[config.mk]
export PLATFORM = sky130hd
export DESIGN_NAME = seven_seg_ext_n
export DESIGN_NICKNAME = d
export VERILOG_FILES = /design/src/rtl/seven_seg_ext_n.sv
export SDC_FILE = /design/constraint.sdc
export NUM_CORES = 1
export LEC_CHECK = 0
export ABC_AREA = 1
export CAP_MARGIN = 20
export CORE_AREA = 2 2 39 41
export CTS_CLUSTER_DIAMETER = 150
export CTS_CLUSTER_SIZE = 10
export DETAILED_ROUTE_END_ITERATION = 7
export DIE_AREA = 0 0 41 43
export PLACE_DENSITY = 0.72
export SLEW_MARGIN = 20
export SYNTH_ARGS = -nofsm -noshare
export SYNTH_HDL_FRONTEND = slang
export SYNTH_SLANG_ARGS = --single-unit
[constraint.sdc]
create_clock -name clk -period 0.9 [get_ports clk]
set_input_delay 0.09 -clock clk [delete_from_list [all_inputs] [get_ports clk]]
set_output_delay 0.09 -clock clk [all_outputs]
set_load 0.01 [all_outputs]
[src/rtl/seven_seg_ext_n.sv]
// Registered active-low seven-segment decoder for one common-anode digit.
// A 7-bit command word (blank, dash, lamp test, hex nibble) drives segs_n and dp_n one clock later.
module seven_seg_ext_n (
   input  logic       clk,
   input  logic       rst,
   input  logic [6:0] data,
   output logic [6:0] segs_n,
   output logic       dp_n
);

   // Free-running: no valid/ready handshake and no enable; every rising edge loads a new word.
   localparam logic [6:0] SEGS_DARK = 7'h7F;
   localparam logic [6:0] SEGS_DASH = 7'h3F;
   localparam logic [6:0] SEGS_ALL  = 7'h00;

   logic [6:0] segs_n_d;
   logic [6:0] segs_n_q;
   logic       dp_n_d;
   logic       dp_n_q;
   logic [6:0] glyph_n;

   // Segment order {g,f,e,d,c,b,a}; a cleared bit lights that segment.
   always_comb begin
      glyph_n = SEGS_DARK;
      case (data[3:0])
         4'h0: glyph_n = 7'h40;
         4'h1: glyph_n = 7'h79;
         4'h2: glyph_n = 7'h24;
         4'h3: glyph_n = 7'h30;
         4'h4: glyph_n = 7'h19;
         4'h5: glyph_n = 7'h12;
         4'h6: glyph_n = 7'h02;
         4'h7: glyph_n = 7'h78;
         4'h8: glyph_n = 7'h00;
         4'h9: glyph_n = 7'h10;
         4'hA: glyph_n = 7'h08;
         4'hB: glyph_n = 7'h03;
         4'hC: glyph_n = 7'h46;
         4'hD: glyph_n = 7'h21;
         4'hE: glyph_n = 7'h06;
         4'hF: glyph_n = 7'h0E;
         default: glyph_n = SEGS_DARK;
      endcase
   end

   // Priority blank > dash > lamp test > digit; lower bits are never looked at once a flag wins.
   always_comb begin
      segs_n_d = SEGS_DARK;
      dp_n_d   = 1'b1;
      if (data[6]) begin
         segs_n_d = SEGS_DARK;
         dp_n_d   = 1'b1;
      end else if (data[5]) begin
         segs_n_d = SEGS_DASH;
         dp_n_d   = 1'b1;
      end else if (data[4]) begin
         segs_n_d = SEGS_ALL;
         dp_n_d   = 1'b0;
      end else begin
         segs_n_d = glyph_n;
         dp_n_d   = 1'b1;
      end
   end

   always_ff @(posedge clk or posedge rst) begin
      if (rst) begin
         segs_n_q <= SEGS_DARK;
         dp_n_q   <= 1'b1;
      end else begin
         segs_n_q <= segs_n_d;
         dp_n_q   <= dp_n_d;
      end
   end

   assign segs_n = segs_n_q;
   assign dp_n   = dp_n_q;

endmodule

==> impl_metrics.json, run 1 <==
{
  "syn_area_um2": 536,
  "finish.utilization_pct": 59.0,
  "slowest_delay_ns": 0.52,
  "gp_congestion": 0.883,
  "synth-seq-area-share_pct": 39.3,
  "worst_slew_pin_slew_ns": 0.331,
  "slowest_stage": "dfstp_2",
  "rows": 14,
  "required_ns": 0.81,
  "synth_edf_count": 0,
  "yosysMostFrequentCell": "nand2_1",
  "die-width_um": 41,
  "design.core.area_um2": 1380,
  "p_total_mw": 0.910,
  "synth_warnings": 0,
  "synth_top_family_by_area": "simple AND/OR/NAND/NOR gates",
  "path_buf_inv": 1,
  "finalInstanceArea_um2": 817,
  "synthesis.area_per_instance_um2": 7.24,
  "synth_seq_cells": 8,
  "hold_path.class": "primary input to asynchronous set/reset pin",
  "placed_cell_area_um2": 768,
  "num-nets-final": 118,
  "io_pins": 17,
  "synthXorXnorAreaFrac_pct": 0,
  "setup_ws_ns": -0.0464,
  "ys_async_sr_fraction_pct": 100,
  "setup_viol": 8,
  "p_leak_nw": 0.418,
  "synth_commonest_cells": "nand2_1 (31), inv_1 (10), dfstp_2 (8)",
  "antenna_found_initial": 0,
  "slew_violations": 0,
  "max_freq_ghz": 1.06,
  "critPathMaxFanout": 1,
  "yosysTopAreaCellShare_pct": 39.3,
  "finalHoldViolations": 0,
  "cp-start-kind": "register",
  "synth_area_leaders": "dfstp_2 (39%), nand2_1 (22%), ha_1 (16%), inv_1 (7.0%), nand3_1 (4.7%)",
  "htreeDepth": 1,
  "cts.reportedPaths.clkPinSlew_ns": 0.05,
  "status": "finished with violations",
  "synth_nets": 90,
  "port_buffers": 16,
  "overflow": 0,
  "cp_cell_sequence": "buf_6",
  "drtIter0Drc": 0,
  "ir_drop_mv": 0.398,
  "synth.mux.area_fraction_pct": 0,
  "cp.arrival_ns": 0.86,
  "cp-end-kind": "output port",
  "n_fill_cell": 140,
  "grt_first_pass_wirelength_mm": 1.81,
  "grt_max_degree": 9,
  "ant_nets": 0,
  "cts_sinks": 8,
  "cts_root_buf": "clkbuf_4",
  "clock_path_buffers": 2,
  "critPathCapture": "segs_n[3]",
  "synth-simple-area-share_pct": 30.4,
  "rsz0062_at_grt": "true",
  "dp_hpwl_um": 934,
  "grt_pass1_vias": 509,
  "path_class": "register to output port",
  "path_depth": 1,
  "cts_made_buffers": 3,
  "synth_compound_area_share_pct": 5.61,
  "synthFlopType": "dfstp_2",
  "synthCells": 74,
  "fp.dieH_um": 43,
  "cts_tree": "yes",
  "cp_top_family": "flip-flops",
  "critPathLaunch": "segs_n[3]$_DFF_PP1_",
  "viasPerCell": 4.45,
  "yosys.cell_types.count": 11,
  "dr.pass1.iters": 1,
  "synth_top_area_cell": "dfstp_2",
  "num_vias": 516,
  "syn2layout_area_growth_pct": 52.6,
  "p_per_area_nw_per_um2": 1110,
  "synthAdderAreaFrac_pct": 16.4,
  "drive_gt1_share_pct": 36.0,
  "grt_use_total_pct": 14.8,
  "cap_violations": 0,
  "die_area_um2": 1760,
  "layout_min_cycle_time_ns": 0.946,
  "routed_wl_mm": 1.09,
  "period_share_pct": 105,
  "slew_headroom_pct": 77.9,
  "routedWlPerCell_um": 9.41,
  "failed_checks": "setup timing",
  "start_util_pct": 38.7,
  "drc": 0,
  "diodes": 0
}
[repair_timing]
item,in CTS,in global routing
setup buffers,0,0
gates cloned,0,0
pin swaps,1,1
gates resized for setup,51,3
hold buffers,0,0
setup endpoints to repair,15,11
[cells in the final DEF, fill, tap and decap left out, drive strengths merged, types with 3 or more instances in the layout]
| cell | Yosys | layout |
|---|---|---|
| dfstp | 8 | 8 |
| nand2 | 31 | 31 |
| a21oi | 3 | 3 |
| buf | 0 | 15 |
| nor2 | 5 | 5 |
| nand3 | 5 | 5 |
| o21ai | 3 | 3 |
| clkdlybuf4s50 | 0 | 5 |
| inv | 12 | 12 |
| ha | 7 | 7 |
| clkbuf | 0 | 3 |
[cells by family (layout without fill, tap and decap cells)]
logic type	count (synthesis)	count (layout)
AO/OA/AOI/OAI	6	6
adder cells (fa/ha/maj)	7	7
buffers and inverters	12	38
flip-flops	8	8
AND/OR/NAND/NOR	41	41
[power by group]
part / internal, mW / total (mW) / switching, mW
logic: 0.128 / 0.251 / 0.123
clock network: 0.151 / 0.254 / 0.103
registers: 0.396 / 0.405 / 0.00875
total: 0.675 / 0.910 / 0.235
[layer usage]
layer / up-vias / wire length [um] / GRT usage (%)
met1: 228 / 389 / 13.8
met3: 0 / 44 / 1.57
met4: 0 / 0 / 8.00
met2: 13 / 658 / 28.1
li1: 275 / - / -
met5: - / 0 / 0
[metrics by stage]
step           TNS, ns  setup WS [ns]  hold WS [ns]  cells
5_1_grt         -0.578        -0.0785         0.392    116
2_1_floorplan        0          0.129         0.133     74
6_report        -0.351        -0.0464         0.321    116
3_5_place_dp     -4.52         -0.439         0.611    113
4_1_cts         -0.439        -0.0609         0.345    116
3_3_place_gp     -4.36         -0.424         0.581    113
[how the worst min path moves through the flow]
stage,startpoint,end
after global placement,rst,segs_n[0]$_DFF_PP1_
after CTS,rst,segs_n[3]$_DFF_PP1_
after detailed placement,rst,segs_n[3]$_DFF_PP1_
final,rst,segs_n[3]$_DFF_PP1_
after floorplan,rst,dp_n$_DFF_PP1_
after global routing,data[6],segs_n[6]$_DFF_PP1_
[registers in the layout, summed over array words and instances, names as in the netlist]
name,flops
segs_n,7
dp_n,1
[cell type report]
| class | instances | area, um2 | share of cell area (%) |
|---|---|---|---|
| Sequential cell | 8 | 210 | 25.7 |
| Timing Repair Buffer | 23 | 228 | 27.9 |
| Tap cell | 16 | 20.0 | 2.45 |
| Inverter | 12 | 45.0 | 5.51 |
| Clock buffer | 3 | 22.5 | 2.76 |
| Multi-Input combinational cell | 54 | 292 | 35.7 |
Power figures use the tool's default switching activity.
==> run 2: changes to the inputs <==
CORE_AREA = 2 2 46 48   (was 2 2 39 41)
DIE_AREA = 0 0 48 50   (was 0 0 41 43)
PLACE_DENSITY = 0.54   (was 0.72)
==> run 2 against run 1 <==
The run still ends with setup timing left. Non-clock buffer count increased by 2. Power rose by 0.22%. Routed wire length decreased by 4.9%. Sequential share of layout area fell by 1.1 points. Sequential cell count unchanged. Critical path depth unchanged. Maximum frequency shrank 0.22%. Setup slack got worse by 0.0021 ns. Critical path type unchanged. Critical endpoint is now dp_n. Highest routed layer is now met4.
==> impl_metrics.json, run 2 (synthesized netlist as in run 1, its figures left out) <==
{
  "top_layer_used": "met4",
  "drtIter0Drc": 1,
  "ant_nets": 0,
  "io_pins": 17,
  "rsz0062_at_grt": "true",
  "finalHoldViolations": 0,
  "required_ns": 0.81,
  "finish.utilization_pct": 44.8,
  "num_vias": 510,
  "largest_register_ffs": 7,
  "slowest_delay_ns": 0.52,
  "postCtsSetupRepairBufs": 0,
  "rows": 16,
  "drc": 0,
  "viasPerCell": 3.95,
  "setup_viol": 8,
  "drive_gt1_share_pct": 41.2,
  "worst_slew_pin_slew_ns": 0.374,
  "p_int_mw": 0.680,
  "max_freq_ghz": 1.05,
  "holdPathEnd": "segs_n[4]$_DFF_PP1_",
  "critPathMaxFanout": 1,
  "min_path_cells": 6,
  "switching_power_mw": 0.232,
  "cp_cell_sequence": "buf_6",
  "grt_first_pass_wirelength_mm": 1.81,
  "p_per_area_nw_per_um2": 1070,
  "p_leak_nw": 0.430,
  "cp-start-kind": "register",
  "port_buffers": 16,
  "ff_latch_area_um2": 210,
  "grt_pass1_vias": 478,
  "status": "finished with violations",
  "n_fill_cell": 199,
  "multiInputGateArea_um2": 305,
  "setup_ws_ns": -0.0485,
  "slew_violations": 0,
  "cts_tree": "yes",
  "pre_cts_ws_ns": -0.469,
  "p_total_mw": 0.912,
  "overflow": 0,
  "cts_root_buf": "clkbuf_4",
  "min_from": "data[0]",
  "cp_top_family": "flip-flops",
  "cp.arrival_ns": 0.86,
  "num-nets-final": 120,
  "htreeDepth": 1,
  "hold_path.class": "primary input to register",
  "path_class": "register to output port",
  "pwr-share-seq_pct": 44.4,
  "cts_sinks": 8,
  "dp_hpwl_um": 857,
  "clock_path_buffers": 2,
  "cp-end-kind": "output port",
  "layout_common_cells": "nand2_1 (28), buf_6 (9), inv_1 (8), dfstp_2 (8), buf_4 (8)",
  "final_common_cell": "nand2_1",
  "cap_violations": 0,
  "wl_met1_um": 444,
  "slew_headroom_pct": 75.0,
  "cts_made_buffers": 3,
  "period_share_pct": 105,
  "antenna_found_initial": 0,
  "routed_wl_mm": 1.04,
  "routed-wl-met2_um": 543,
  "diodes": 0,
  "dr.pass1.iters": 3,
  "wl_met3_um": 40,
  "path_buf_inv": 1,
  "design.core.area_um2": 1900,
  "holdWs_ns": 0.313,
  "syn2layout_area_growth_pct": 59.1,
  "fp.dieH_um": 50,
  "routedWlPerCell_um": 8.05,
  "gp_congestion": 0.784,
  "cts.reportedPaths.clkPinSlew_ns": 0.05,
  "failed_checks": "setup timing",
  "placed_cells": 126,
  "die_area_um2": 2400,
  "pwr-share-comb_pct": 28.3,
  "grt_max_degree": 9,
  "ctsHoldBuffers": 0,
  "final_cells": 129,
  "start_util_pct": 28.2,
  "clkPwrFrac_pct": 27.3,
  "grt_use_total_pct": 10.4,
  "die-width_um": 48,
  "slowest_stage": "dfstp_2",
  "switching_share_pct": 25.4,
  "ir_drop_mv": 0.343,
  "layout_min_cycle_time_ns": 0.949
}
[run 2: worst max path at each step]
stage                   startpoint                  end  slack (ns)  cells past startpoint
3_3_place_gp               data[0]  segs_n[6]$_DFF_PP1_       -0.46                      9
5_1_grt        segs_n[4]$_DFF_PP1_            segs_n[4]       -0.07                      1
6_report            dp_n$_DFF_PP1_                 dp_n       -0.05                      1
2_1_floorplan              data[1]  segs_n[0]$_DFF_PP1_        0.13                      6
3_5_place_dp               data[0]  segs_n[6]$_DFF_PP1_       -0.47                      9
4_1_cts        segs_n[4]$_DFF_PP1_            segs_n[4]       -0.06                      1
[run 2: per-stage QoR]
stage,area [um2],setup TNS [ns]
2_1_floorplan,536,0
3_3_place_gp,797,-4.60
3_5_place_dp,797,-4.70
4_1_cts,835,-0.438
5_1_grt,852,-0.531
6_report,852,-0.328
[run 2: power groups by stage]
stage          registers, mW  clock network, mW  logic, mW
6_report               0.405              0.249      0.258
5_1_grt                0.406              0.271      0.293
4_1_cts                0.405              0.266      0.254
3_5_place_dp           0.404                  0      0.247
3_3_place_gp           0.404                  0      0.247
2_1_floorplan          0.417                  0     0.0972
[run 2: per-layer routing]
metal  global-route usage (%)  vias to the layer above
met5                        0                        -
met3                     1.10                        2
met1                     11.4                      214
met4                     8.11                        0
met2                     16.9                       14
li1                         -                      280
[run 2: repair_timing]
action,CTS,global route
resized for setup,49,9
endpoints found under the setup margin,15,13
pin swaps,1,1
[run 2: layout make-up]
class                           instances  area share [%]
Sequential cell                         8            24.7
Multi-Input combinational cell         54            35.8
Tap cell                               27            3.96
Timing Repair Buffer                   25            27.6
Inverter                               12            5.29
Clock buffer                            3            2.64
